File: config.mk
export PLATFORM = sky130hd
export DESIGN_NAME = freq_bin2bcd_seq
export DESIGN_NICKNAME = d
export VERILOG_FILES = /design/src/rtl/freq_bin2bcd_seq_pkg.sv /design/src/rtl/bcd_add3_digit.sv /design/src/rtl/freq_bin2bcd_seq.sv
export SDC_FILE = /design/constraint.sdc
export NUM_CORES = 1
export LEC_CHECK = 0
export ABC_AREA = 0
export CAP_MARGIN = 40
export CELL_PAD_IN_SITES_DETAIL_PLACEMENT = 0
export CELL_PAD_IN_SITES_GLOBAL_PLACEMENT = 1
export CORE_MARGIN = 5
export CORE_UTILIZATION = 42
export CTS_BUF_LIST = sky130_fd_sc_hd__clkbuf_4
export CTS_CLUSTER_SIZE = 14
export DETAILED_ROUTE_END_ITERATION = 10
export PLACE_DENSITY_LB_ADDON = 0.1
export SYNTH_ARGS = -nofsm -noshare
export SYNTH_HDL_FRONTEND = slang
export SYNTH_SLANG_ARGS = --single-unit
File: constraint.sdc
create_clock -name clk -period 1.9 [get_ports clk]
set_input_delay 0.38 -clock clk [delete_from_list [all_inputs] [get_ports clk]]
set_output_delay 0.38 -clock clk [all_outputs]
set_load 0.05 [all_outputs]
File: src/rtl/freq_bin2bcd_seq_pkg.sv
// Shared constants and FSM encoding for the sequential binary-to-BCD converter.
package freq_bin2bcd_seq_pkg;

  localparam int BIN_W_DEF  = 32;
  localparam int DIGITS_DEF = 6;

  function automatic longint unsigned max_val(input int unsigned digits);
    longint unsigned p;
    p = 1;
    for (int unsigned i = 0; i < digits; i++) p = p * 10;
    return p - 1;
  endfunction

  localparam int                  BCD_W     = DIGITS_DEF * 4;
  localparam int                  CNT_W     = $clog2(BIN_W_DEF);
  localparam longint unsigned     MAX_VAL   = max_val(DIGITS_DEF);
  localparam logic [BCD_W-1:0]    ALL_NINES = {DIGITS_DEF{4'h9}};

  typedef enum logic {
    IDLE  = 1'b0,
    SHIFT = 1'b1
  } state_t;

endpackage

File: src/rtl/bcd_add3_digit.sv
// Double-dabble correction cell: a BCD digit of 5 or more gets +3 before the shift.
module bcd_add3_digit (
  input  logic [3:0] i_d,
  output logic [3:0] o_d
);

  assign o_d = (i_d >= 4'd5) ? i_d + 4'd3 : i_d;

endmodule

File: src/rtl/freq_bin2bcd_seq.sv
// Iterative shift-and-add-3 binary-to-BCD converter, one input bit per clock.
module freq_bin2bcd_seq
  import freq_bin2bcd_seq_pkg::*;
#(
  parameter int BIN_W  = BIN_W_DEF,
  parameter int DIGITS = DIGITS_DEF
) (
  input  logic                  clk,
  input  logic                  rst,
  input  logic                  start,
  input  logic [BIN_W-1:0]      bin_in,
  output logic                  busy,
  output logic                  done,
  output logic                  overflow,
  output logic [DIGITS*4-1:0]   bcd_out
);

  localparam int                  L_BCD_W = DIGITS * 4;
  localparam int                  L_CNT_W = (BIN_W > 1) ? $clog2(BIN_W) : 1;
  localparam longint unsigned     L_MAX   = max_val(DIGITS);
  localparam logic [L_BCD_W-1:0]  L_NINES = {DIGITS{4'h9}};

  state_t               r_state;
  state_t               w_state_nxt;
  logic [BIN_W-1:0]     r_bin_sr;
  logic [L_BCD_W-1:0]   r_scratch;
  logic [L_CNT_W-1:0]   r_cnt;
  logic                 r_ovf_pending;
  logic [L_BCD_W-1:0]   r_bcd_out;
  logic                 r_overflow;
  logic                 r_done;

  logic [L_BCD_W-1:0]   w_corr;
  logic [L_BCD_W-1:0]   w_shifted;
  logic                 w_last;
  logic                 w_ovf_in;

  for (genvar g = 0; g < DIGITS; g++) begin : g_digit
    bcd_add3_digit u_add3 (
      .i_d (r_scratch[g*4 +: 4]),
      .o_d (w_corr[g*4 +: 4])
    );
  end

  // Carry out of the top digit is dropped; saturation covers those inputs.
  assign w_shifted = {w_corr[L_BCD_W-2:0], r_bin_sr[BIN_W-1]};
  assign w_last    = (r_cnt == L_CNT_W'(BIN_W - 1));
  assign w_ovf_in  = (64'(bin_in) > L_MAX);

  always_ff @(posedge clk) begin
    if (rst) r_state <= IDLE;
    else     r_state <= w_state_nxt;
  end

  always_comb begin
    w_state_nxt = r_state;
    case (r_state)
      IDLE:    if (start)  w_state_nxt = SHIFT;
      SHIFT:   if (w_last) w_state_nxt = IDLE;
      default: w_state_nxt = IDLE;
    endcase
  end

  always_ff @(posedge clk) begin
    if (rst) begin
      r_bin_sr      <= '0;
      r_scratch     <= '0;
      r_cnt         <= '0;
      r_ovf_pending <= 1'b0;
      r_bcd_out     <= '0;
      r_overflow    <= 1'b0;
      r_done        <= 1'b0;
    end else begin
      r_done <= 1'b0;
      case (r_state)
        IDLE: begin
          if (start) begin
            r_bin_sr      <= bin_in;
            r_scratch     <= '0;
            r_cnt         <= '0;
            r_ovf_pending <= w_ovf_in;
          end
        end
        SHIFT: begin
          r_scratch <= w_shifted;
          r_bin_sr  <= {r_bin_sr[BIN_W-2:0], 1'b0};
          r_cnt     <= r_cnt + 1'b1;
          if (w_last) begin
            r_bcd_out  <= r_ovf_pending ? L_NINES : w_shifted;
            r_overflow <= r_ovf_pending;
            r_done     <= 1'b1;
          end
        end
        default: ;
      endcase
    end
  end

  assign busy     = (r_state == SHIFT);
  assign done     = r_done;
  assign overflow = r_overflow;
  assign bcd_out  = r_bcd_out;

endmodule
==> run_results.csv <==
group,metric,value,unit
worst_hold_path,hold_class,"in2reg",
synth,yosys.cell_types.count,34,
place,placed_cells,634,
clock_tree,clk_latency,440,ps
global_route,grt_max_degree,46,
synth,synthAdderAreaFrac,4.31,%
synth,yosysMostFrequentCell,"nor2_1",
critical_path,worstReg2RegStart,"r_cnt[1]",
drt,viasPerCell,5.01,
synth,ys.flop_type,"dfxtp_1",
sta,worst_slew_pin_slew,568,ps
critical_path,rr_endpoint,"bcd_out[6]",
critical_path,critPathMaxFanout,2,
synth,synth_edf_count,0,
clock_tree,root_buffer,"clkbuf_4",
synth,yosysTopAreaCell,"dfxtp_1",
drt,vias,3252,
floorplan,io_pins,62,
sta,hold_viol_final,0,
synth,synthesis.area,4060,um2
floorplan,start_util,42.4,%
floorplan,core-area,9590,um2
floorplan,rows,36,
critical_path,critPathMaxStageDelay,540,ps
synth,yosysSeqAreaShare,43.8,%
sta,grt_setup_unrepaired,"false",
layout,fin_nets,560,
sta,setup_viol,0,
layout,utilization,50.6,%
sta,period_share,91.2,%
synth,synthXorXnorAreaFrac,1.29,%
critical_path,r2r_slack,180,ps
sta,drv_slew,0,
synth,synthCells,454,
pwr,finalPower,3.33,mW
synth,synth_compound_area_share,17.0,%
sta,timing.fmax,0.577,GHz
drt,drt-initial-drc-count,115,
sta,min_period,1730,ps
clock_tree,cts-hold-fix-buffers,0,
pwr,cellLeakagePower,1.99,nW
critical_path,path_delay_family,"buffers and inverters",
sta,holdWs,452,ps
critical_path,cp.depth,1,
synth,synth_top_family_by_area,"simple AND/OR/NAND/NOR gates",
critical_path,r2r_cells,6,
drt,routed_wl,9.04,mm
clock_tree,cts_sinks,89,
critical_path,critPathCapture,"bcd_out[11]",
clock_tree,ctsResizeCount,8,
synth,synthesis.nets,503,
global_route,antenna_found_initial,0,
drt,drc,0,
synth,yosysTopAreaCellShare,43.8,%
synth,netlist_top_cells_area,"dfxtp_1, mux2i_1, nor2_1, a21oi_1, a22o_1",
worst_hold_path,whs_path_depth,3,
place,hpwl,6.36,mm
critical_path,crit_type,"reg2out",
synth,synthMuxAreaShare,9.61,%
clock_tree,cts_tree,"yes",
place,gp_congestion,0.764,
critical_path,required,1520,ps
clock_tree,cts.reportedPaths.clkPinSlew,140,ps
critical_path,worstPathArrival,1350,ps
global_route,grt_pass1_wl,15.3,mm
synth,async_reset_ff_share,0,%
floorplan,dieArea,11700,um2
sta,fin_skew,18.5,ps
critical_path,critPathLaunch,"bcd_out[11]",
pwr,ir_drop,0.000437,V
sta,slew_headroom,62.0,%
floorplan,die_x,108,um
clock_tree,postCtsSetupRepairBufs,0,
global_route,gr-total-overflow,0,
synth,syn_avg_cell_area,8.95,um2
place,port_buffers,61,
drt,ant_nets,0,
global_route,grt_usage,16.5,%
synth,ys_ff_latch,89,
synth,yosys.area_share.simple,18.0,%
drt,drt-pass1-iter-count,4,
synth,yosysWarnings,0,
clock_tree,htree_num_levels,3,
layout,syn2layout_area_growth,19.4,%
drt,routedWlPerCell,13.9,um
flow_run,cap_violations,0,
layout,drive_gt1_share,12.4,%
layout,final_cells,649,
critical_path,crit_buf_inv,1,
critical_path,start_kind,"flop",
layout,n_antenna_cell,0,
pwr,p_per_area,687,nW/um2
outcome,status,"complete, no violations",
clock_tree,clockBufferDepth,2,
critical_path,crit_slowest_cell,"dlygate4sd2_1",
global_route,first_global_vias,3225,
critical_path,crit_path_end_kind,"output port",
clock_tree,cts_buffers,9,
critical_path,crit_chain,"dlygate4sd2_1",
synth,netlist_top_cells_count,"nor2_1, dfxtp_1, a21oi_1",
floorplan,fp.dieH,108,um
==> through the flow <==
step                setup slack, ps  instance area (um2)  setup TNS, ps
finish                          167                 4850              0
global route                   47.7                 4850              0
CTS                            26.8                 4860              0
detailed placement            -55.4                 4710           -455
global placement               21.9                 4710              0
floorplan                       290                 4060              0
==> area by class of cell <==
cell class,instances,area (um2)
tap,133,166
sequential,89,1780
clock inverter,6,58.8
multi-input combinational,325,2060
fill,960,4740
timing repair buffer,74,668
inverter,12,45.0
clock buffer,10,75.1
==> state kept, by name, summed over array words and instances (netlist names) <==
name	cells
bcd_out	24
busy	1
r_ovf_pending	1
r_bin_sr	32
done	1
r_scratch	24
overflow	1
r_cnt	5
==> layout by cell type, fill, tap and decap left out, types with 5 or more instances in the layout <==
master	synthesis	routed
nor2_1	91	91
dfxtp_1	89	88
a21oi_1	50	50
mux2i_1	39	39
buf_4	10	33
clkdlybuf4s50_1	0	32
a22o_1	24	24
o21ai_0	18	18
nand2_1	14	14
ha_1	14	14
nand2b_1	14	13
nor3b_1	13	13
inv_1	12	12
clkbuf_4	0	10
nor3_1	8	8
xnor2_1	6	6
o22ai_1	6	6
a21oi_2	5	5
==> report_power, final <==
group	switching [mW]	leakage, nW	internal, mW
clock network	0.632	0.0715	0.408
registers	0.0292	0.723	1.91
logic	0.187	1.19	0.164
==> metal layers <==
layer / GRT usage [%] / vias up / share of wire, %
li1: - / 1697 / -
met1: 18.9 / 1492 / 44
met2: 29.6 / 53 / 50
met3: 5.49 / 10 / 4.6
met4: 4.15 / 0 / 1.3
met5: 0 / - / 0
==> worst min path at each step <==
stage,from,to,slack (ps)
after global placement,overflow,overflow,450
after floorplan,r_scratch[21],r_scratch[21],450
after CTS,rst,r_bin_sr[6],410
after global routing,rst,bcd_out[23],420
after detailed placement,overflow,overflow,460
final,rst,r_bin_sr[6],450
==> worst reg2reg max path, stage by stage (launching register included) <==
cell     delay (ps)
dfxtp_1         390
ha_1            170
and3_1          160
ha_1            150
nand2_1         100
nor3_4          460
a22o_1          230
==> cell families after synthesis <==
logic type                 after synthesis
xor gates and xnor gates                 6
buffers and inverters                   40
DFF                                     89
adders and majority gates               14
muxes                                   39
AOI/OAI and AO/OA                      110
and+or+nand+nor                        156
No activity file was read; power rests on OpenSTA's default activity.
